### config.mk
export PLATFORM = sky130hd
export DESIGN_NAME = fp_unit_seq
export DESIGN_NICKNAME = d
export VERILOG_FILES = /design/src/rtl/fp_unit_seq.sv
export SDC_FILE = /design/constraint.sdc
export NUM_CORES = 1
export LEC_CHECK = 0
export CORE_ASPECT_RATIO = 1.1
export CORE_MARGIN = 2
export CORE_UTILIZATION = 47
export CTS_CLUSTER_SIZE = 40
export DETAILED_ROUTE_END_ITERATION = 10
export PLACE_DENSITY = 0.64
export SYNTH_ARGS = -nofsm -noshare
export SYNTH_HDL_FRONTEND = slang
export SYNTH_SLANG_ARGS = --single-unit
### constraint.sdc
create_clock -name clk -period 4.8 [get_ports clk]
set_clock_uncertainty 0.05 [all_clocks]
set_input_delay 1.44 -clock clk [delete_from_list [all_inputs] [get_ports clk]]
set_output_delay 1.44 -clock clk [all_outputs]
set_load 0.1 [all_outputs]
### src/rtl/fp_unit_seq.sv
// Multicycle floating-point add/sub/mul unit with start/busy/done handshake.
// Sequenced datapath: unpack, align, add or shift-add multiply, normalise, round.
module fp_unit_seq #(
  parameter int EXP_W  = 8,
  parameter int FRAC_W = 23
) (
  input  logic                    clk,
  input  logic                    reset,
  input  logic                    start,
  input  logic [1:0]              op,
  input  logic [EXP_W+FRAC_W:0]   a,
  input  logic [EXP_W+FRAC_W:0]   b,
  output logic                    busy,
  output logic                    done,
  output logic [EXP_W+FRAC_W:0]   result,
  output logic                    overflow,
  output logic                    underflow
);

  localparam int DW  = 1 + EXP_W + FRAC_W;
  localparam int EW2 = EXP_W + 2;
  localparam int M   = FRAC_W + 4;
  localparam int W   = FRAC_W + 5;
  localparam int PW  = 2 * (FRAC_W + 1);
  localparam int CW  = $clog2(FRAC_W + 1) + 1;
  localparam logic signed [EW2-1:0] BIAS = EW2'((1 << (EXP_W - 1)) - 1);
  localparam logic signed [EW2-1:0] EMAX = EW2'((1 << EXP_W) - 1);
  localparam logic [15:0] MAXSH = 16'(M);

  typedef enum logic [2:0] {
    S_IDLE, S_UNPACK, S_ALIGN, S_MUL,
    S_ADD, S_NORM, S_ROUND, S_FINISH
  } state_t;

  state_t r_state, w_nxt;

  logic [DW-1:0]           r_a, r_b, r_res, r_result;
  logic [1:0]              r_op;
  logic                    r_sa, r_sb, r_s;
  logic [EXP_W-1:0]        r_ea, r_eb;
  logic [M-1:0]            r_ma, r_mb;
  logic [W-1:0]            r_m;
  logic signed [EW2-1:0]   r_e;
  logic [PW-1:0]           r_p;
  logic [CW-1:0]           r_cnt;
  logic                    r_ovf, r_unf;
  logic                    r_overflow, r_underflow;
  logic                    r_done, r_busy;

  // Unpack / special operands
  logic [EXP_W-1:0] w_ea, w_eb;
  logic w_a_inf, w_b_inf, w_a_zero, w_b_zero;
  logic w_sb, w_mul, w_inf_s;

  assign w_ea     = r_a[DW-2:FRAC_W];
  assign w_eb     = r_b[DW-2:FRAC_W];
  assign w_a_inf  = &w_ea;
  assign w_b_inf  = &w_eb;
  assign w_a_zero = ~|w_ea;
  assign w_b_zero = ~|w_eb;
  assign w_sb     = r_b[DW-1] ^ (r_op == 2'b01);
  assign w_mul    = (r_op == 2'b10);
  assign w_inf_s  = w_mul ? (r_a[DW-1] ^ r_b[DW-1]) :
                    (w_a_inf && w_b_inf && (r_a[DW-1] != w_sb)) ? 1'b0 :
                    w_a_inf ? r_a[DW-1] : w_sb;

  // Align: shift the smaller operand, shifted-out bits fold into sticky
  logic             w_age;
  logic [EXP_W-1:0] w_d;
  logic [15:0]      w_dx, w_dc;
  logic [M-1:0]     w_sm, w_msk, w_shf;

  assign w_age = (r_ea >= r_eb);
  assign w_d   = w_age ? (r_ea - r_eb) : (r_eb - r_ea);
  assign w_dx  = 16'(w_d);
  assign w_dc  = (w_dx > MAXSH) ? MAXSH : w_dx;
  assign w_sm  = w_age ? r_mb : r_ma;
  assign w_msk = ~({M{1'b1}} << w_dc);
  assign w_shf = (w_sm >> w_dc) | M'(|(w_sm & w_msk));

  // Magnitude add/subtract
  logic         w_mgt;
  logic [W-1:0] w_sum, w_dif, w_am;
  logic         w_as;

  assign w_mgt = (r_ma >= r_mb);
  assign w_sum = {1'b0, r_ma} + {1'b0, r_mb};
  assign w_dif = w_mgt ? {1'b0, r_ma - r_mb} : {1'b0, r_mb - r_ma};
  assign w_am  = (r_sa == r_sb) ? w_sum : w_dif;
  assign w_as  = (r_sa == r_sb) ? r_sa : (w_mgt ? r_sa : r_sb);

  // Shift-add multiply: multiplier sits in the low half of r_p
  logic [FRAC_W+1:0] w_hi;
  logic [PW-1:0]     w_pn;
  logic [W-1:0]      w_pm;

  assign w_hi = {1'b0, r_p[PW-1:FRAC_W+1]} +
                (r_p[0] ? {1'b0, r_ma[M-1:3]} : '0);
  assign w_pn = {w_hi, r_p[FRAC_W:1]};
  assign w_pm = {w_pn[PW-1:FRAC_W-2], |w_pn[FRAC_W-3:0]};

  // Round to nearest even and range checks
  logic                  w_inc, w_rc, w_ov, w_un;
  logic [FRAC_W+1:0]     w_mr;
  logic [FRAC_W-1:0]     w_fr;
  logic signed [EW2-1:0] w_ef;

  assign w_inc = r_m[2] & (r_m[1] | r_m[0] | r_m[3]);
  assign w_mr  = {1'b0, r_m[W-2:3]} + (FRAC_W+2)'(w_inc);
  assign w_rc  = w_mr[FRAC_W+1];
  assign w_fr  = w_rc ? w_mr[FRAC_W:1] : w_mr[FRAC_W-1:0];
  assign w_ef  = r_e + EW2'(w_rc);
  assign w_ov  = (w_ef >= EMAX);
  assign w_un  = w_ef[EW2-1] | (w_ef == '0);

  always_ff @(posedge clk) begin
    if (reset) r_state <= S_IDLE;
    else       r_state <= w_nxt;
  end

  always_comb begin
    w_nxt = r_state;
    unique case (r_state)
      S_IDLE:   if (start) w_nxt = S_UNPACK;
      S_UNPACK: begin
        if (w_a_inf | w_b_inf | w_a_zero | w_b_zero) w_nxt = S_FINISH;
        else if (w_mul)                              w_nxt = S_MUL;
        else                                         w_nxt = S_ALIGN;
      end
      S_ALIGN:  w_nxt = S_ADD;
      S_MUL:    if (r_cnt == CW'(FRAC_W)) w_nxt = S_NORM;
      S_ADD: begin
        if (w_am == '0)                    w_nxt = S_FINISH;
        else if (w_am[W-1] | ~w_am[W-2])   w_nxt = S_NORM;
        else                               w_nxt = S_ROUND;
      end
      // leave once this cycle's shift lands the hidden bit
      S_NORM:   if (r_m[W-1] | r_m[W-2] | r_m[W-3]) w_nxt = S_ROUND;
      S_ROUND:  w_nxt = S_FINISH;
      S_FINISH: w_nxt = S_IDLE;
      default:  w_nxt = S_IDLE;
    endcase
  end

  always_ff @(posedge clk) begin
    if (reset) begin
      r_a <= '0; r_b <= '0; r_op <= '0;
      r_sa <= 1'b0; r_sb <= 1'b0; r_s <= 1'b0;
      r_ea <= '0; r_eb <= '0;
      r_ma <= '0; r_mb <= '0; r_m <= '0;
      r_e <= '0; r_p <= '0; r_cnt <= '0;
      r_res <= '0; r_ovf <= 1'b0; r_unf <= 1'b0;
      r_result <= '0; r_overflow <= 1'b0; r_underflow <= 1'b0;
      r_done <= 1'b0; r_busy <= 1'b0;
    end else begin
      r_done <= (r_state == S_FINISH);
      r_busy <= (w_nxt != S_IDLE);
      unique case (r_state)
        S_IDLE: if (start) begin
          r_a  <= a;
          r_b  <= b;
          r_op <= op;
        end
        S_UNPACK: begin
          r_sa  <= r_a[DW-1];
          r_sb  <= w_sb;
          r_ea  <= w_ea;
          r_eb  <= w_eb;
          r_ma  <= {1'b1, r_a[FRAC_W-1:0], 3'b000};
          r_mb  <= {1'b1, r_b[FRAC_W-1:0], 3'b000};
          r_s   <= r_a[DW-1] ^ r_b[DW-1];
          r_e   <= $signed({2'b00, w_ea}) + $signed({2'b00, w_eb}) - BIAS;
          r_p   <= {{(FRAC_W+1){1'b0}}, 1'b1, r_b[FRAC_W-1:0]};
          r_cnt <= '0;
          r_ovf <= w_a_inf | w_b_inf;
          r_unf <= 1'b0;
          if (w_a_inf | w_b_inf)
            r_res <= {w_inf_s, {EXP_W{1'b1}}, {FRAC_W{1'b0}}};
          else
            r_res <= '0;
        end
        S_ALIGN: begin
          if (w_age) begin
            r_mb <= w_shf;
            r_e  <= {2'b00, r_ea};
          end else begin
            r_ma <= w_shf;
            r_e  <= {2'b00, r_eb};
          end
        end
        S_MUL: begin
          r_p   <= w_pn;
          r_m   <= w_pm;
          r_cnt <= r_cnt + CW'(1);
        end
        S_ADD: begin
          r_m <= w_am;
          r_s <= w_as;
        end
        S_NORM: begin
          if (r_m[W-1]) begin
            r_m <= {1'b0, r_m[W-1:2], r_m[1] | r_m[0]};
            r_e <= r_e + EW2'(1);
          end else if (!r_m[W-2]) begin
            r_m <= r_m << 1;
            r_e <= r_e - EW2'(1);
          end
        end
        S_ROUND: begin
          r_ovf <= w_ov;
          r_unf <= ~w_ov & w_un;
          if (w_ov)
            r_res <= {r_s, {EXP_W{1'b1}}, {FRAC_W{1'b0}}};
          else if (w_un)
            r_res <= {r_s, {EXP_W{1'b0}}, {FRAC_W{1'b0}}};
          else
            r_res <= {r_s, w_ef[EXP_W-1:0], w_fr};
        end
        S_FINISH: begin
          r_result    <= r_res;
          r_overflow  <= r_ovf;
          r_underflow <= r_unf;
        end
        default: ;
      endcase
    end
  end

  assign busy      = r_busy;
  assign done      = r_done;
  assign result    = r_result;
  assign overflow  = r_overflow;
  assign underflow = r_underflow;

endmodule

==> out/metrics.yaml <==
status: "finished, final reports clean"
cts_tree: "done"
timing.rr.start: "r_ma[7]"
synth_cells: 2941
post_drt_wl_per_cell_um: 24.0
rsz0062_at_grt: "no"
cpPeakStageDelay_ns: 0.54
numPortBuffers: 104
synth_top_family_by_area: "compound AO/OA/AOI/OAI gates"
required_ns: 5.22
hold_path_startpoint: "result[28]"
grt_pass1_vias: 22000
coreArea_um2: 46500
synth_edf_count: 0
synth_area_leader_cell: "dfxtp_1"
grt.overflow.total: 0
start_util: 0.475
ys_ff_latch: 304
viasPerCell: 6.37
crit_slowest_cell: "dfxtp_1"
fin_nets: 3267
synth_most_common_cell: "nand2_1"
fin_setup_tns_ns: 0
yosys-top-cells-area: "dfxtp_1, ha_1, a21oi_1, nand2_1, nor2_1"
worstPathCellList: "inv_1 > ha_1 > nand4_1 > or4_1 > o21ai_0 > a22oi_1 > o211ai_1 > buf_4 > mux2_2 > o31ai_1 > xnor2_1 > nor4b_1 > and4_1 > nand4_1 > o21ai_0"
fmax_mhz: 214
dpl.hpwl_um: 69000
htree_levels: 2
gp_congestion: 1.11
r2r_cells: 15
die_h_um: 232
dpl.cell_count: 3597
maxSlewHeadroom: 0.245
synth_cell_types: 91
fin_cells: 3664
clk_latency_ns: 0.57
layout-drive-gt1-share: 0.101
holdBufCountCts: 0
syn-cell-area_um2: 22100
vias: 23300
area_growth_pct: 16.5
synthAdderAreaFrac: 0.0907
drv_cap: 0
synth_xor_area_frac: 0.0411
antenna_left: 0
core.rowCount: 83
cp-end-kind: "flop"
worst-path-max-fanout: 10
slew_violations: 0
drt_iter0_markers: 2458
ys.flop_type: "dfxtp_1"
path_clk_slew_ns: 0.06
min_period_over_period: 0.973
syn_nets: 3164
antenna_found_initial: 1
cts_buffer_depth: 3
min_period_ns: 4.67
routed_wl_um: 87900
yosys_warnings: 0
grt_pass1_wl_um: 133000
seq_area_frac_synth: 0.275
synth-compound-area-share: 0.283
io-pin-count: 105
ys_top_cells_by_count: "nand2_1, a21oi_1, dfxtp_1"
r2r_slack_ns: 0.13
hold_class: "flop to flop"
grt_max_degree: 85
cts-root-buf: "clkbuf_16"
dr.pass1.iters: 6
cp_top_family: "simple AND/OR/NAND/NOR gates"
grt_usage: 0.353
cts_buffers: 36
tightest_slew_ns: 1.13
synth_simple_gate_area_share: 0.211
whs_endpoint: "result[28]"
synth-async-reset-ratio: 0
cts.sinks: 304
syn-mean-instance-area_um2: 7.52
setup_viol_count_final: 0
path_buf_inv: 2
die-width_um: 211
startpoint_type: "flop"
drc_errors: 0
critPathArrivalTime_ns: 5.09
die_area_um2: 48800
whs_path_depth: 2
synth_top_area_frac: 0.275
hold_viol: 0
muxShareOfSynthArea: 0.0375
path_class: "flop to flop"
rr_endpoint: "r_state[1]"
-- cell families (layout without fill, tap and decap cells) --
group                    count (synthesis)  after routing
flip-flops                             304            304
AO/OA/AOI/OAI                          952            952
buffers and inverters                  340            467
multiplexers                            81             81
XOR/XNOR                               100            100
other                                    0              1
adder cells (fa/ha/maj)                156            156
AND/OR/NAND/NOR                       1008           1008
-- registers in the layout, summed over array words and instances, names as in the netlist, 2 cells and up --
name and cells:
r_a 32, r_b 32, r_cnt 6, r_e 10, r_ea 8, r_eb 8
r_m 28, r_ma 27, r_mb 27, r_op 2, r_p 48, r_res 32
r_state 3, result 32
-- tightest hold or removal path, stage by stage (launching register included) --
cell     delay, ns
dfxtp_1       0.31
nand2_1       0.05
a21oi_1       0.05
-- metrics by stage --
step	hold WS [ns]	setup WS (ns)	cell area [µm²]	utilization
after floorplan	0.379	0.499	22100	-
after global placement	0.392	0.0652	24500	0.526
after detailed placement	0.396	0.0177	24500	0.526
after CTS	0.405	0.0228	25700	0.552
after global routing	0.420	0.00258	25800	0.554
final	0.402	0.129	25800	0.554
-- placed cells by master (no fill, tap or decap), drive strengths merged, types with 26 or more instances in the layout --
| master | Yosys | layout |
|---|---|---|
| nand2 | 386 | 386 |
| a21oi | 349 | 349 |
| dfxtp | 304 | 304 |
| nor2 | 260 | 260 |
| buf | 45 | 174 |
| ha | 146 | 146 |
| inv | 128 | 133 |
| o21ai | 127 | 127 |
| clkdlybuf4s50 | 0 | 103 |
| mux2i | 76 | 76 |
| a211oi | 73 | 73 |
| nor3 | 73 | 73 |
| xnor2 | 65 | 65 |
| nand3 | 59 | 59 |
| a221oi | 49 | 49 |
| clkbuf | 167 | 48 |
| a22oi | 47 | 47 |
| nand4 | 43 | 43 |
| and2 | 41 | 41 |
| a21o | 39 | 39 |
| a31oi | 36 | 36 |
| xor2 | 35 | 35 |
| nand2b | 26 | 26 |
-- repair_timing --
| item | 4_1_cts | 5_1_grt |
|---|---|---|
| setup endpoints to repair | 1 | 33 |
| resized for setup | 0 | 19 |
| buffers inserted | 0 | 4 |
| pin swaps | 1 | 3 |
| cloned | 0 | 0 |
-- layer usage --
metal | vias to the layer above | GRT usage | share of wire
met2 | 1112 | 0.573 | 0.45
met3 | 254 | 0.0449 | 0.074
met1 | 11100 | 0.458 | 0.41
met5 | - | 0 | 0
met4 | 0 | 0.184 | 0.058
li1 | 10800 | - | -
-- worst max path at each step --
stage	startpoint	to	cells after the start
floorplan	r_m[2]	r_res[11]	26
global placement	r_ma[1]	r_state[1]	15
detailed placement	r_ma[1]	r_state[1]	15
CTS	r_ma[1]	r_state[1]	15
global route	r_m[2]	r_res[1]	25
finish	r_ma[7]	r_state[1]	15
-- area by class of cell --
type	instances	area (µm²)
Antenna cell	1	2.50
Clock buffer	48	1030
Clock inverter	14	188
Fill cell	4534	20800
Inverter	128	480
Multi-Input combinational cell	2297	14800
Sequential cell	304	6090
Tap cell	595	744
Timing Repair Buffer	277	2460
Power is not shown: default switching activity piles up to over one toggle a cycle in this logic, so the estimate is an artifact.
